**src/rtl/noc_pkg.sv**
```systemverilog
// Shared mesh-router definitions: next-hop codes, flit fields, FSM states.
// Used by every input port and the per-output rr processors.
package noc_pkg;

   localparam logic [2:0] NH_N    = 3'd0;
   localparam logic [2:0] NH_S    = 3'd1;
   localparam logic [2:0] NH_W    = 3'd2;
   localparam logic [2:0] NH_E    = 3'd3;
   localparam logic [2:0] NH_L    = 3'd4;
   localparam logic [2:0] NH_NONE = 3'd7;

   typedef enum logic [1:0] {
      FT_BODY   = 2'b00,
      FT_TAIL   = 2'b01,
      FT_HEAD   = 2'b10,
      FT_SINGLE = 2'b11
   } flit_type_t;

   localparam int TYPE_W  = 2;
   localparam int COORD_W = 3;
   // field offsets counted down from the flit MSB
   localparam int DX_OFF  = 2;
   localparam int DY_OFF  = 5;

   typedef enum logic [1:0] {
      S_IDLE,
      S_ROUTE,
      S_ACTIVE,
      S_DRAIN
   } state_t;

   function automatic logic is_head(flit_type_t t);
      return (t == FT_HEAD) || (t == FT_SINGLE);
   endfunction

   function automatic logic is_last(flit_type_t t);
      return (t == FT_TAIL) || (t == FT_SINGLE);
   endfunction

endpackage

```
**src/rtl/flit_fifo.sv**
```systemverilog
// Flit buffer with same-cycle push/pop; head is read combinationally.
// A push on full is accepted only when a pop frees the slot that cycle.
module flit_fifo #(
   parameter int DEPTH  = 4,
   parameter int FLIT_W = 32
) (
   input  logic                     clk,
   input  logic                     reset,
   input  logic                     push_i,
   input  logic [FLIT_W-1:0]        data_i,
   input  logic                     pop_i,
   output logic [FLIT_W-1:0]        head_o,
   output logic                     full_o,
   output logic                     empty_o,
   output logic [$clog2(DEPTH):0]   count_o
);

   localparam int AW = $clog2(DEPTH);
   localparam logic [AW:0] FULL_CNT = (AW+1)'(DEPTH);

   logic [FLIT_W-1:0] r_mem [DEPTH];
   logic [AW-1:0]     r_wptr;
   logic [AW-1:0]     r_rptr;
   logic [AW:0]       r_count;
   logic              w_push;
   logic              w_pop;

   assign empty_o = (r_count == '0);
   assign full_o  = (r_count == FULL_CNT);
   assign count_o = r_count;
   assign head_o  = r_mem[r_rptr];

   assign w_pop  = pop_i && !empty_o;
   assign w_push = push_i && (!full_o || w_pop);

   always_ff @(posedge clk) begin
      if (reset) begin
         r_wptr  <= '0;
         r_rptr  <= '0;
         r_count <= '0;
      end else begin
         if (w_push)
            r_wptr <= r_wptr + 1'b1;
         if (w_pop)
            r_rptr <= r_rptr + 1'b1;
         r_count <= r_count + {{AW{1'b0}}, w_push}
                            - {{AW{1'b0}}, w_pop};
      end
   end

   always_ff @(posedge clk) begin
      if (w_push)
         r_mem[r_wptr] <= data_i;
   end

endmodule

```
**src/rtl/w_input_port.sv**
```systemverilog
// West input port: buffers flits, XY-routes each head, requests an output
// and dequeues on the matching grant, returning one credit per pop.
module w_input_port
   import noc_pkg::*;
#(
   parameter int X_ID   = 0,
   parameter int Y_ID   = 0,
   parameter int DEPTH  = 4,
   parameter int FLIT_W = 32
) (
   input  logic              clk,
   input  logic              reset,
   input  logic [FLIT_W-1:0] w_flit_i,
   input  logic              w_flit_valid_i,
   output logic              w_credit_o,
   output logic [2:0]        w_nexthop_addr_o,
   input  logic              n_grant_i,
   input  logic              s_grant_i,
   input  logic              e_grant_i,
   input  logic              l_grant_i,
   output logic [FLIT_W-1:0] flit_o,
   output logic              flit_valid_o,
   output logic              change_order_o,
   output logic              err_o
);

   localparam logic [COORD_W-1:0] MY_X = COORD_W'(X_ID);
   localparam logic [COORD_W-1:0] MY_Y = COORD_W'(Y_ID);

   logic [FLIT_W-1:0]        w_head;
   logic                     w_full;
   logic                     w_empty;
   logic [$clog2(DEPTH):0]   w_count;
   logic                     w_unused_cnt;
   flit_type_t               w_type;
   logic [COORD_W-1:0]       w_dx;
   logic [COORD_W-1:0]       w_dy;
   logic [2:0]               w_route_calc;
   logic                     w_uturn;
   state_t                   r_state;
   state_t                   w_cur;
   state_t                   w_next;
   logic [2:0]               r_route;
   logic [2:0]               w_nh;
   logic                     w_pop;
   logic                     w_xfer;
   logic                     w_fsm_err;
   logic [3:0]               w_gvec;
   logic [3:0]               w_gexp;
   logic                     w_gsel;
   logic                     w_bad_grant;
   logic                     w_drop;
   logic                     r_credit;
   logic                     r_err;

   flit_fifo #(
      .DEPTH  (DEPTH),
      .FLIT_W (FLIT_W)
   ) u_fifo (
      .clk     (clk),
      .reset   (reset),
      .push_i  (w_flit_valid_i),
      .data_i  (w_flit_i),
      .pop_i   (w_pop),
      .head_o  (w_head),
      .full_o  (w_full),
      .empty_o (w_empty),
      .count_o (w_count)
   );

   assign w_unused_cnt = ^w_count;

   assign w_type = flit_type_t'(w_head[FLIT_W-1 -: TYPE_W]);
   assign w_dx   = w_head[FLIT_W-1-DX_OFF -: COORD_W];
   assign w_dy   = w_head[FLIT_W-1-DY_OFF -: COORD_W];

   always_comb begin
      w_route_calc = NH_L;
      w_uturn      = 1'b0;
      if (w_dx > MY_X)
         w_route_calc = NH_E;
      else if (w_dx < MY_X) begin
         w_route_calc = NH_NONE;
         w_uturn      = 1'b1;
      end else if (w_dy > MY_Y)
         w_route_calc = NH_S;
      else if (w_dy < MY_Y)
         w_route_calc = NH_N;
   end

   // a head reaching the FIFO head is routed in that same cycle
   always_comb begin
      w_cur = r_state;
      if (r_state == S_IDLE && !w_empty && is_head(w_type))
         w_cur = S_ROUTE;
   end

   always_comb begin
      w_next    = r_state;
      w_pop     = 1'b0;
      w_xfer    = 1'b0;
      w_nh      = NH_NONE;
      w_fsm_err = 1'b0;
      unique case (w_cur)
         S_IDLE: begin
            if (!w_empty) begin
               w_pop     = 1'b1;
               w_fsm_err = 1'b1;
            end
         end
         S_ROUTE: begin
            w_next    = w_uturn ? S_DRAIN : S_ACTIVE;
            w_fsm_err = w_uturn;
         end
         S_ACTIVE: begin
            if (!w_empty) begin
               w_nh = r_route;
               if (w_gsel) begin
                  w_pop  = 1'b1;
                  w_xfer = 1'b1;
                  if (is_last(w_type))
                     w_next = S_IDLE;
               end
            end
         end
         S_DRAIN: begin
            if (!w_empty) begin
               w_pop = 1'b1;
               if (is_last(w_type))
                  w_next = S_IDLE;
            end
         end
         default: ;
      endcase
   end

   assign w_gvec = {n_grant_i, s_grant_i, e_grant_i, l_grant_i};

   always_comb begin
      w_gexp = 4'b0000;
      case (r_route)
         NH_N:    w_gexp = 4'b1000;
         NH_S:    w_gexp = 4'b0100;
         NH_E:    w_gexp = 4'b0010;
         NH_L:    w_gexp = 4'b0001;
         default: w_gexp = 4'b0000;
      endcase
   end

   assign w_gsel      = |(w_gvec & w_gexp);
   assign w_bad_grant = (w_cur == S_ACTIVE) ? |(w_gvec & ~w_gexp)
                                            : |w_gvec;
   assign w_drop      = w_flit_valid_i && w_full && !w_pop;

   always_ff @(posedge clk) begin
      if (reset) begin
         r_state  <= S_IDLE;
         r_route  <= NH_NONE;
         r_credit <= 1'b0;
         r_err    <= 1'b0;
      end else begin
         r_state  <= w_next;
         if (w_cur == S_ROUTE)
            r_route <= w_route_calc;
         r_credit <= w_pop;
         if (w_fsm_err || w_bad_grant || w_drop)
            r_err <= 1'b1;
      end
   end

   assign w_nexthop_addr_o = w_nh;
   assign flit_valid_o     = w_xfer;
   assign flit_o           = w_xfer ? w_head : '0;
   assign change_order_o   = w_xfer && is_last(w_type);
   assign w_credit_o       = r_credit;
   assign err_o            = r_err;

endmodule
```
**config.mk**
```make
export PLATFORM = sky130hd
export DESIGN_NAME = w_input_port
export DESIGN_NICKNAME = d
export VERILOG_FILES = /design/src/rtl/noc_pkg.sv /design/src/rtl/flit_fifo.sv /design/src/rtl/w_input_port.sv
export SDC_FILE = /design/constraint.sdc
export NUM_CORES = 1
export LEC_CHECK = 0
export CAP_MARGIN = 20
export CORE_UTILIZATION = 35
export DETAILED_ROUTE_END_ITERATION = 7
export HOLD_SLACK_MARGIN = 0.1
export PLACE_DENSITY_LB_ADDON = 0.15
export SLEW_MARGIN = 20
export SYNTH_ARGS = -nofsm -noshare
export SYNTH_HDL_FRONTEND = slang
export SYNTH_SLANG_ARGS = --single-unit
```
**constraint.sdc**
```tcl
create_clock -name clk -period 2.8 [get_ports clk]
set_clock_uncertainty 0.2 [all_clocks]
set_input_delay 0.42 -clock clk [delete_from_list [all_inputs] [get_ports clk]]
set_output_delay 0.42 -clock clk [all_outputs]
set_load 0.02 [all_outputs]
```
==> results of run 1 <==
==> synthesized netlist by cell type (2+ instances only) <==
| cell type | n | area share, % |
|---|---|---|
| sky130_fd_sc_hd__and2_1 | 37 | 4.1 |
| sky130_fd_sc_hd__and3_1 | 2 | 0.22 |
| sky130_fd_sc_hd__nor3_1 | 5 | 0.44 |
| sky130_fd_sc_hd__dfxtp_1 | 15 | 5.3 |
| sky130_fd_sc_hd__nor2b_1 | 2 | 0.22 |
| sky130_fd_sc_hd__inv_1 | 8 | 0.53 |
| sky130_fd_sc_hd__buf_2 | 4 | 0.35 |
| sky130_fd_sc_hd__nand2b_1 | 2 | 0.22 |
| sky130_fd_sc_hd__a21oi_1 | 2 | 0.18 |
| sky130_fd_sc_hd__clkbuf_1 | 6 | 0.40 |
| sky130_fd_sc_hd__o21bai_1 | 2 | 0.26 |
| sky130_fd_sc_hd__or3_1 | 2 | 0.22 |
| sky130_fd_sc_hd__ha_1 | 6 | 1.3 |
| sky130_fd_sc_hd__xnor2_1 | 2 | 0.31 |
| sky130_fd_sc_hd__or2_2 | 4 | 0.44 |
| sky130_fd_sc_hd__nor2_1 | 10 | 0.66 |
| sky130_fd_sc_hd__mux2i_1 | 3 | 0.53 |
| sky130_fd_sc_hd__mux4_2 | 32 | 13 |
| sky130_fd_sc_hd__o21ai_0 | 2 | 0.18 |
| sky130_fd_sc_hd__nand2_1 | 4 | 0.26 |
| sky130_fd_sc_hd__edfxtp_1 | 128 | 68 |
==> cells by family (layout without fill, tap and decap cells) <==
logic type | count (synthesis) | count (layout)
XOR/XNOR | 3 | 3
AND/OR/NAND/NOR | 75 | 75
buffers and inverters | 20 | 147
flip-flops | 143 | 143
multiplexers | 36 | 36
adder cells (fa/ha/maj) | 7 | 7
AO/OA/AOI/OAI | 12 | 12
==> state kept, by name, indices dropped and copies added (netlist names), named ones only <==
register / count
u_fifo.r_wptr: 2
r_route: 3
u_fifo.r_mem: 128
w_credit_o: 1
r_state: 1
u_fifo.r_rptr: 2
u_fifo.count_o: 3
err_o: 1
==> through the flow <==
stage | area (um^2) | util (%) | std cells | setup TNS, ps | worst slack (ps)
floorplan | 5670 | - | 296 | -78.4 | -78.4
global placement | 6980 | 44.1 | 604 | -16110 | -497
detailed placement | 6980 | 44.1 | 604 | -16830 | -533
CTS | 7450 | 47.1 | 637 | 0 | 6.04
global route | 7520 | 47.5 | 639 | -6.57 | -4.15
finish | 7520 | 47.5 | 639 | 0 | 84.8
==> where the power goes <==
group,internal (mW),total (mW),switching [mW]
sequential,2.61,2.69,0.0794
combinational,0.795,1.49,0.700
clock,1.14,2.02,0.880
total,4.54,6.20,1.66
==> worst paths after layout <==
path	endpoint	slack [ps]	cells past startpoint	startpoint
setup / recovery	u_fifo.count_o[2]$_SDFF_PP0_	80	11	flop
hold / removal	err_o$_SDFFE_PP0P_	300	3	e_grant_i
setup reg to reg	u_fifo.count_o[2]$_SDFF_PP0_	80	11	flop
hold reg to reg	flop	370	2	u_fifo.r_rptr[0]$_SDFFE_PP0P_
==> layout make-up <==
| cell class | instances | area (um^2) |
|---|---|---|
| fill | 1363 | 8310 |
| multi-input combinational | 133 | 1470 |
| inverter | 8 | 42.5 |
| timing repair buffer | 107 | 1050 |
| tap | 216 | 270 |
| clock inverter | 15 | 113 |
| sequential | 143 | 4150 |
| clock buffer | 17 | 425 |
==> timing repair <==
item / 4_1_cts / 5_1_grt
setup buffers: 0 / 1
pin swaps: 1 / 5
cloned: 1 / 1
hold buffers: 0 / 0
setup endpoints to repair: 35 / 20
gates resized for setup: 161 / 13
==> worst max-delay path: cells and delay by family, from the launching register on <==
| family | cells | cell delay (ps) |
|---|---|---|
| fa+ha+maj | 3 | 700 |
| buf+inv | 2 | 100 |
| mux | 1 | 510 |
| flops | 1 | 340 |
| xor+xnor | 2 | 270 |
| simple gates | 3 | 480 |
==> per-layer routing <==
metal	wire length, um	vias to the layer above
met5	0	-
met4	132	0
met3	524	11
met2	5650	74
met1	5080	1517
li1	-	1392
==> results.txt, run 1 <==
----------------------------------------------------
[Run status]
  Run status ... finished, final reports clean

[Synthesis]
  Primary FF master, synth ... sky130_fd_sc_hd__edfxtp_1
  Adder-cell area share of the yosys netlist ... approximately 1.7%
  Count of flip-flops with a built-in enable after synthesis ... around 130
  Synthesized-area fraction occupied by and/or/nand/nor cells ... 7.91%
  Combinational family with the most area after synthesis ... multiplexers
  Synthesized-area fraction occupied by xor and xnor cells ... less than 1%
  Async SR Flop Fraction ... 0%
  Count of yosys warnings during synthesis ... 0
  Post-synthesis mux area share ... between 10% and 20%
  Sequential element share of the synthesized area ... 73.2%
  Number of nets produced by synthesis ... around 340
  Compound-gate portion of the synthesized area ... 1.72%
  Avg Cell Area, Syn ... 19.1 um^2
  Register bit count reported by yosys ... about 140
  Count of cell types in the netlist ... 39
  Post-synthesis instance area ... 5660 um^2
  Cells after Synth ... roughly 300

[Floorplan]
  Initial Utilization ... between 30% and 40%
  Full die area ... approximately 17,000 um^2
  Number of placement rows ... 46
  I/O Pins ... 78
  Die Y ... between 100 and 150 um
  Placeable core region ... ~16,000 um^2
  Die outline width ... 129 um

[Critical path]
  Slowest stage cell on the critical path ... sky130_fd_sc_hd__mux4_2
  Critical path fanouts, max ... 2
  Arrival time worst endpoint ... between 2000 and 3000 ps
  Slowest Stage Delay on Critical Path ... around 510 ps
  Critical path start-end classification ... flop to flop
  Worst path required time ... ~2900 ps
  Crit path capture type ... flop
  Worst path cell trace ... mux4_2 > or3_4 > nand2_2 > ha_1 > inv_1 > ha_1 > inv_1 > fa_2 > xor2_2 > xnor2_1 > nor2_1
  Startpoint type of the worst setup path ... flop

[STA]
  Relative slew slack ... 66.6%
  Final clock period utilization by the worst path ... a little over nine tenths
  Time the final worst path needs with I/O delays and setup ... about 2700 ps
  Actual slew at the worst max-slew pin ... 500 ps
  Setup Viol. Count Final ... 0
  Smallest hold slack ... 301 ps
  Unrepaired setup endpoints after global routing ... true
  Final Slew Violations ... 0
  Maximum frequency from static timing analysis ... roughly 0.37 GHz
  Final count of hold timing violations ... 0

[Drt]
  Number of routed nets with antenna violations ... 0
  Detail-routed via count per cell ... roughly 4.7
  Initial detailed-routing violation count ... 137
  Total number of vias ... roughly 3,000
  Average detailed-routed wire length per instance ... between 15 and 20 um
  Number of search-and-repair iterations in the first detailed-routing pass ... 4
  Wirelength, routed ... 11.4 mm
  DRC violations left ... 0

[Power and ir drop]
  Worst IR drop on VDD ... 399 uV
  Leakage Power ... 2.65 nW
  PD cells ... slightly above 800 nW/um^2
  Post-layout total power ... about 6.2 mW

[Global route]
  GR met1 Demand/Resource ... 19.1%
  Most heavily used metal layer in global routing ... met2
  Number of global-route vias before repair ... around 3,200
  Met2 GRT Util ... 24.0%
  Global-route usage over all layers ... between 10% and 20%
  GRT Residual Overflow ... 0
  Met3 usage in global routing ... 5.16%
  Largest net degree at the start of global routing ... 32
  Global-route wire length before repair ... 17.8 mm
  Number of antenna violations at the first check in global routing ... 0

[Clock tree]
  TritonCTS clock tree ... yes
  Number of buffers on the longest clock path ... 2
  Worst-Skew Late Latency ... about 410 ps
  Clock sink count ... between 100 and 150
  Total CTS buffers ... 17
  Cell chosen for the clock root ... sky130_fd_sc_hd__clkbuf_16
  Reg clk slew, reported paths ... about 60 ps
  H-Tree Level Count ... 4

[Place]
  HPWL after DPL ... roughly 7 mm
  Placer's final routability congestion estimate ... ~0.70
  Count of input and output buffers ... 77

[Finish]
  Most frequent cells in the layout ... sky130_fd_sc_hd__edfxtp_1, sky130_fd_sc_hd__clkdlybuf4s50_1, sky130_fd_sc_hd__mux4_2
  Final net count ... 456
  Layout-stage area growth over the synthesis result ... 32.7%
  Count of inserted antenna diode cells ... 0
  Share of cells above drive strength 1 ... between 30% and 40%
  Most common library cell in the layout ignoring fill and taps ... sky130_fd_sc_hd__edfxtp_1

[Hold path]
  Worst hold path class ... input pin to flop

[Run]
  Number of violations of the max-capacitance limit ... 0

----------------------------------------------------
Note: power is estimated with default switching activity, not from simulation.
==> run 2, diff against run 1 <==
--- a/config.mk
+++ b/config.mk
@@ -6,11 +6,11 @@
 export NUM_CORES = 1
 export LEC_CHECK = 0
 export CAP_MARGIN = 20
-export CORE_UTILIZATION = 35
+export CORE_UTILIZATION = 49
 export DETAILED_ROUTE_END_ITERATION = 7
 export HOLD_SLACK_MARGIN = 0.1
 export PLACE_DENSITY_LB_ADDON = 0.15
-export SLEW_MARGIN = 20
+export SLEW_MARGIN = 0
 export SYNTH_ARGS = -nofsm -noshare
 export SYNTH_HDL_FRONTEND = slang
 export SYNTH_SLANG_ARGS = --single-unit
==> run 2 against run 1 <==
  * Flip-flop and latch count is the same
  * Register-to-register slack about the same
  * Cell count decreased by 12%
==> results.txt, run 2 (synthesis gave the netlist of run 1 again) <==
----------------------------------------------------
[Run status]
  Run status ... finished, final reports clean (unchanged)

[Drt]
  Initial detailed-routing violation count ... 116 (was 137)
  Wirelength, routed ... 10.3 mm (was 11.4 mm)
  Average detailed-routed wire length per instance ... 18.4 um (was 17.8 um)
  Top routing layer in use ... met4 (unchanged)
  Met1 wire length ... 4.35 mm (was 5.08 mm)
  Metal2 WL ... 5.42 mm (was 5.65 mm)
  Number of routed nets with antenna violations ... 0 (unchanged)
  Detail-routed via count per cell ... 5.31 (was 4.69)
  Total number of vias ... 2,978 (was 2,994)
  DRC violations left ... 0 (unchanged)
  Number of search-and-repair iterations in the first detailed-routing pass ... 4 (unchanged)
  Amount of wire on met3 after detailed routing ... 472 um (was 524 um)

[Global route]
  Global-route usage over all layers ... 19.0% (was 15.0%)
  Number of antenna violations at the first check in global routing ... 0 (unchanged)
  GRT Residual Overflow ... 0 (unchanged)
  Largest net degree at the start of global routing ... 32 (unchanged)
  Number of global-route vias before repair ... 3,082 (was 3,216)
  Global-route wire length before repair ... 15.9 mm (was 17.8 mm)

[Floorplan]
  Placeable core region ... 11,000 um^2 (was 15,800 um^2)
  I/O Pins ... 78 (unchanged)
  Die outline width ... 110 um (was 129 um)
  Full die area ... 12,000 um^2 (was 16,700 um^2)
  Die Y ... 110 um (was 129 um)
  Initial Utilization ... 51.3% (was 35.8%)
  Number of placement rows ... 38 (was 46)

[Finish]
  Fill cell count ... 795 (was 1,363)
  Final instance count without filler cells ... 561 (was 639)
  Reg with most FFs ... u_fifo.r_mem (unchanged)
  Most frequent cells in the layout ... sky130_fd_sc_hd__edfxtp_1, sky130_fd_sc_hd__clkdlybuf4s50_1, sky130_fd_sc_hd__mux4_2 (unchanged)
  Number of flip-flops under the largest register name ... 128 (unchanged)
  Final net count ... 455 (was 456)
  Seq. cell area ... 4150 um^2 (about the same)
  Area of the multi-input gates ... 1490 um^2 (was 1470 um^2)
  Most common library cell in the layout ignoring fill and taps ... sky130_fd_sc_hd__edfxtp_1 (unchanged)
  Count of inserted antenna diode cells ... 0 (unchanged)
  Share of cells above drive strength 1 ... 34.9% (was 36.4%)
  Layout-stage area growth over the synthesis result ... 29.3% (was 32.7%)
  Final cell area excluding filler cells ... 7330 um^2 (was 7520 um^2)

[Clock tree]
  H-Tree Level Count ... 4 (unchanged)
  Number of buffers on the longest clock path ... 2 (unchanged)
  Clock sink count ... 143 (unchanged)
  Total CTS buffers ... 17 (unchanged)
  Setup repair bufs after CTS ... 0 (unchanged)
  Cell chosen for the clock root ... sky130_fd_sc_hd__clkbuf_16 (unchanged)
  Worst-Skew Late Latency ... 410 ps (about the same)
  Reg clk slew, reported paths ... 60 ps (about the same)
  TritonCTS clock tree ... yes (unchanged)

[Critical path]
  Critical path fanouts, max ... 2 (unchanged)
  Critical path launch point ... u_fifo.r_mem[0][31]$_DFFE_PP_
  Worst path required time ... 2900 ps (was 2910 ps)
  Crit path capture type ... flop (unchanged)
  Arrival time worst endpoint ... 2830 ps (was 2820 ps)
  Worst reg2reg path startpoint ... u_fifo.r_mem[0][31]$_DFFE_PP_
  Startpoint type of the worst setup path ... flop (unchanged)
  Critical path start-end classification ... flop to flop (unchanged)

[Place]
  Pre-CTS setup slack ... -532 ps (was -533 ps)
  Dpl cells ... 530 (was 604)
  Standard cell area after detailed placement ... 6840 um^2 (was 6980 um^2)
  Count of input and output buffers ... 77 (unchanged)
  HPWL after DPL ... 6.58 mm (was 7.02 mm)
  Placer's final routability congestion estimate ... 0.747 (was 0.698)

[Power and ir drop]
  Post-layout total power ... 6.28 mW (was 6.20 mW)
  PD cells ... 858 nW/um^2 (was 825 nW/um^2)
  Leakage Power ... 2.62 nW (was 2.65 nW)
  Worst IR drop on VDD ... 501 uV (was 399 uV)

[STA]
  Setup TNS Final ... 0 ps (unchanged)
  Final Slew Violations ... 0 (unchanged)
  Final count of hold timing violations ... 0 (unchanged)
  Relative slew slack ... 68.8% (was 66.6%)
  Unrepaired setup endpoints after global routing ... true (unchanged)
  Actual slew at the worst max-slew pin ... 468 ps (was 500 ps)
  Time the final worst path needs with I/O delays and setup ... 2730 ps (was 2720 ps)
  Final WS setup ... 70.5 ps (was 84.8 ps)
  Setup Viol. Count Final ... 0 (unchanged)
  Final clock period utilization by the worst path ... 97.5% (was 97.0%)
  Maximum frequency from static timing analysis ... 0.366 GHz (was 0.368 GHz)

[Hold path]
  Worst hold path class ... flop to flop (was input pin to flop)
  Hold Crit Start ... u_fifo.r_rptr[0]$_SDFFE_PP0P_ (was e_grant_i)

[Run]
  Number of violations of the max-capacitance limit ... 0 (unchanged)

----------------------------------------------------
run 2: cell count changes in the layout (fill, tap and decap cells not counted), moves of 5 or more:
cell,delta
sky130_fd_sc_hd__inv_6,-5
sky130_fd_sc_hd__clkbuf_1,+5
sky130_fd_sc_hd__buf_4,+5
sky130_fd_sc_hd__buf_12,-5
run 2: repair_timing:
| item | CTS | global route |
|---|---|---|
| resized for setup | 149 | 15 |
| endpoints found under the setup margin | 35 | 20 |
| pin swaps | 3 | 7 |
| hold buffers | 0 | 0 |
run 2: path summary, 6_finish.rpt:
| path | end | slack [ps] | cells after the start |
|---|---|---|---|
| worst max-delay path | u_fifo.count_o[2]$_SDFF_PP0_ | 70 | 11 |
| worst min-delay path | flop | 370 | 2 |
| worst max register to register | u_fifo.count_o[2]$_SDFF_PP0_ | 70 | 11 |
| worst min register to register | flop | 370 | 2 |
run 2: power by group:
part	total, mW	internal [mW]	switching, mW
clock	2.09	1.32	0.770
combinational	1.50	0.806	0.694
sequential	2.69	2.61	0.0847
run 2: layout make-up:
| type | instances | area share [%] |
|---|---|---|
| Timing Repair Buffer | 106 | 12.7 |
| Inverter | 8 | 0.478 |
| Clock buffer | 23 | 6.25 |
| Tap cell | 140 | 2.39 |
| Sequential cell | 143 | 56.6 |
| Clock inverter | 8 | 1.26 |
| Multi-Input combinational cell | 133 | 20.3 |
run 2: critical path, cell delays in order, from the launching register on:
cell,delay [ps]
sky130_fd_sc_hd__edfxtp_1,360
sky130_fd_sc_hd__mux4_2,470
sky130_fd_sc_hd__or3_4,400
sky130_fd_sc_hd__nand2_4,90
sky130_fd_sc_hd__ha_4,200
sky130_fd_sc_hd__inv_4,50
sky130_fd_sc_hd__ha_4,130
sky130_fd_sc_hd__inv_2,40
sky130_fd_sc_hd__fa_2,350
sky130_fd_sc_hd__xor2_2,160
sky130_fd_sc_hd__xnor2_1,130
sky130_fd_sc_hd__nor2_1,60
run 2: per-layer routing:
| metal | track usage, % | vias up |
|---|---|---|
| met5 | 0 | - |
| met4 | 6.67 | 0 |
| met3 | 6.40 | 6 |
| met2 | 31.9 | 68 |
| met1 | 23.1 | 1517 |
| li1 | - | 1387 |
run 2: metrics by stage:
stage / hold WS [ps] / util (%)
after detailed placement: 367 / 62.0
final: 372 / 66.4
after global placement: 334 / 62.0
after CTS: 380 / 65.9
after global routing: 398 / 66.4
after floorplan: 292 / -
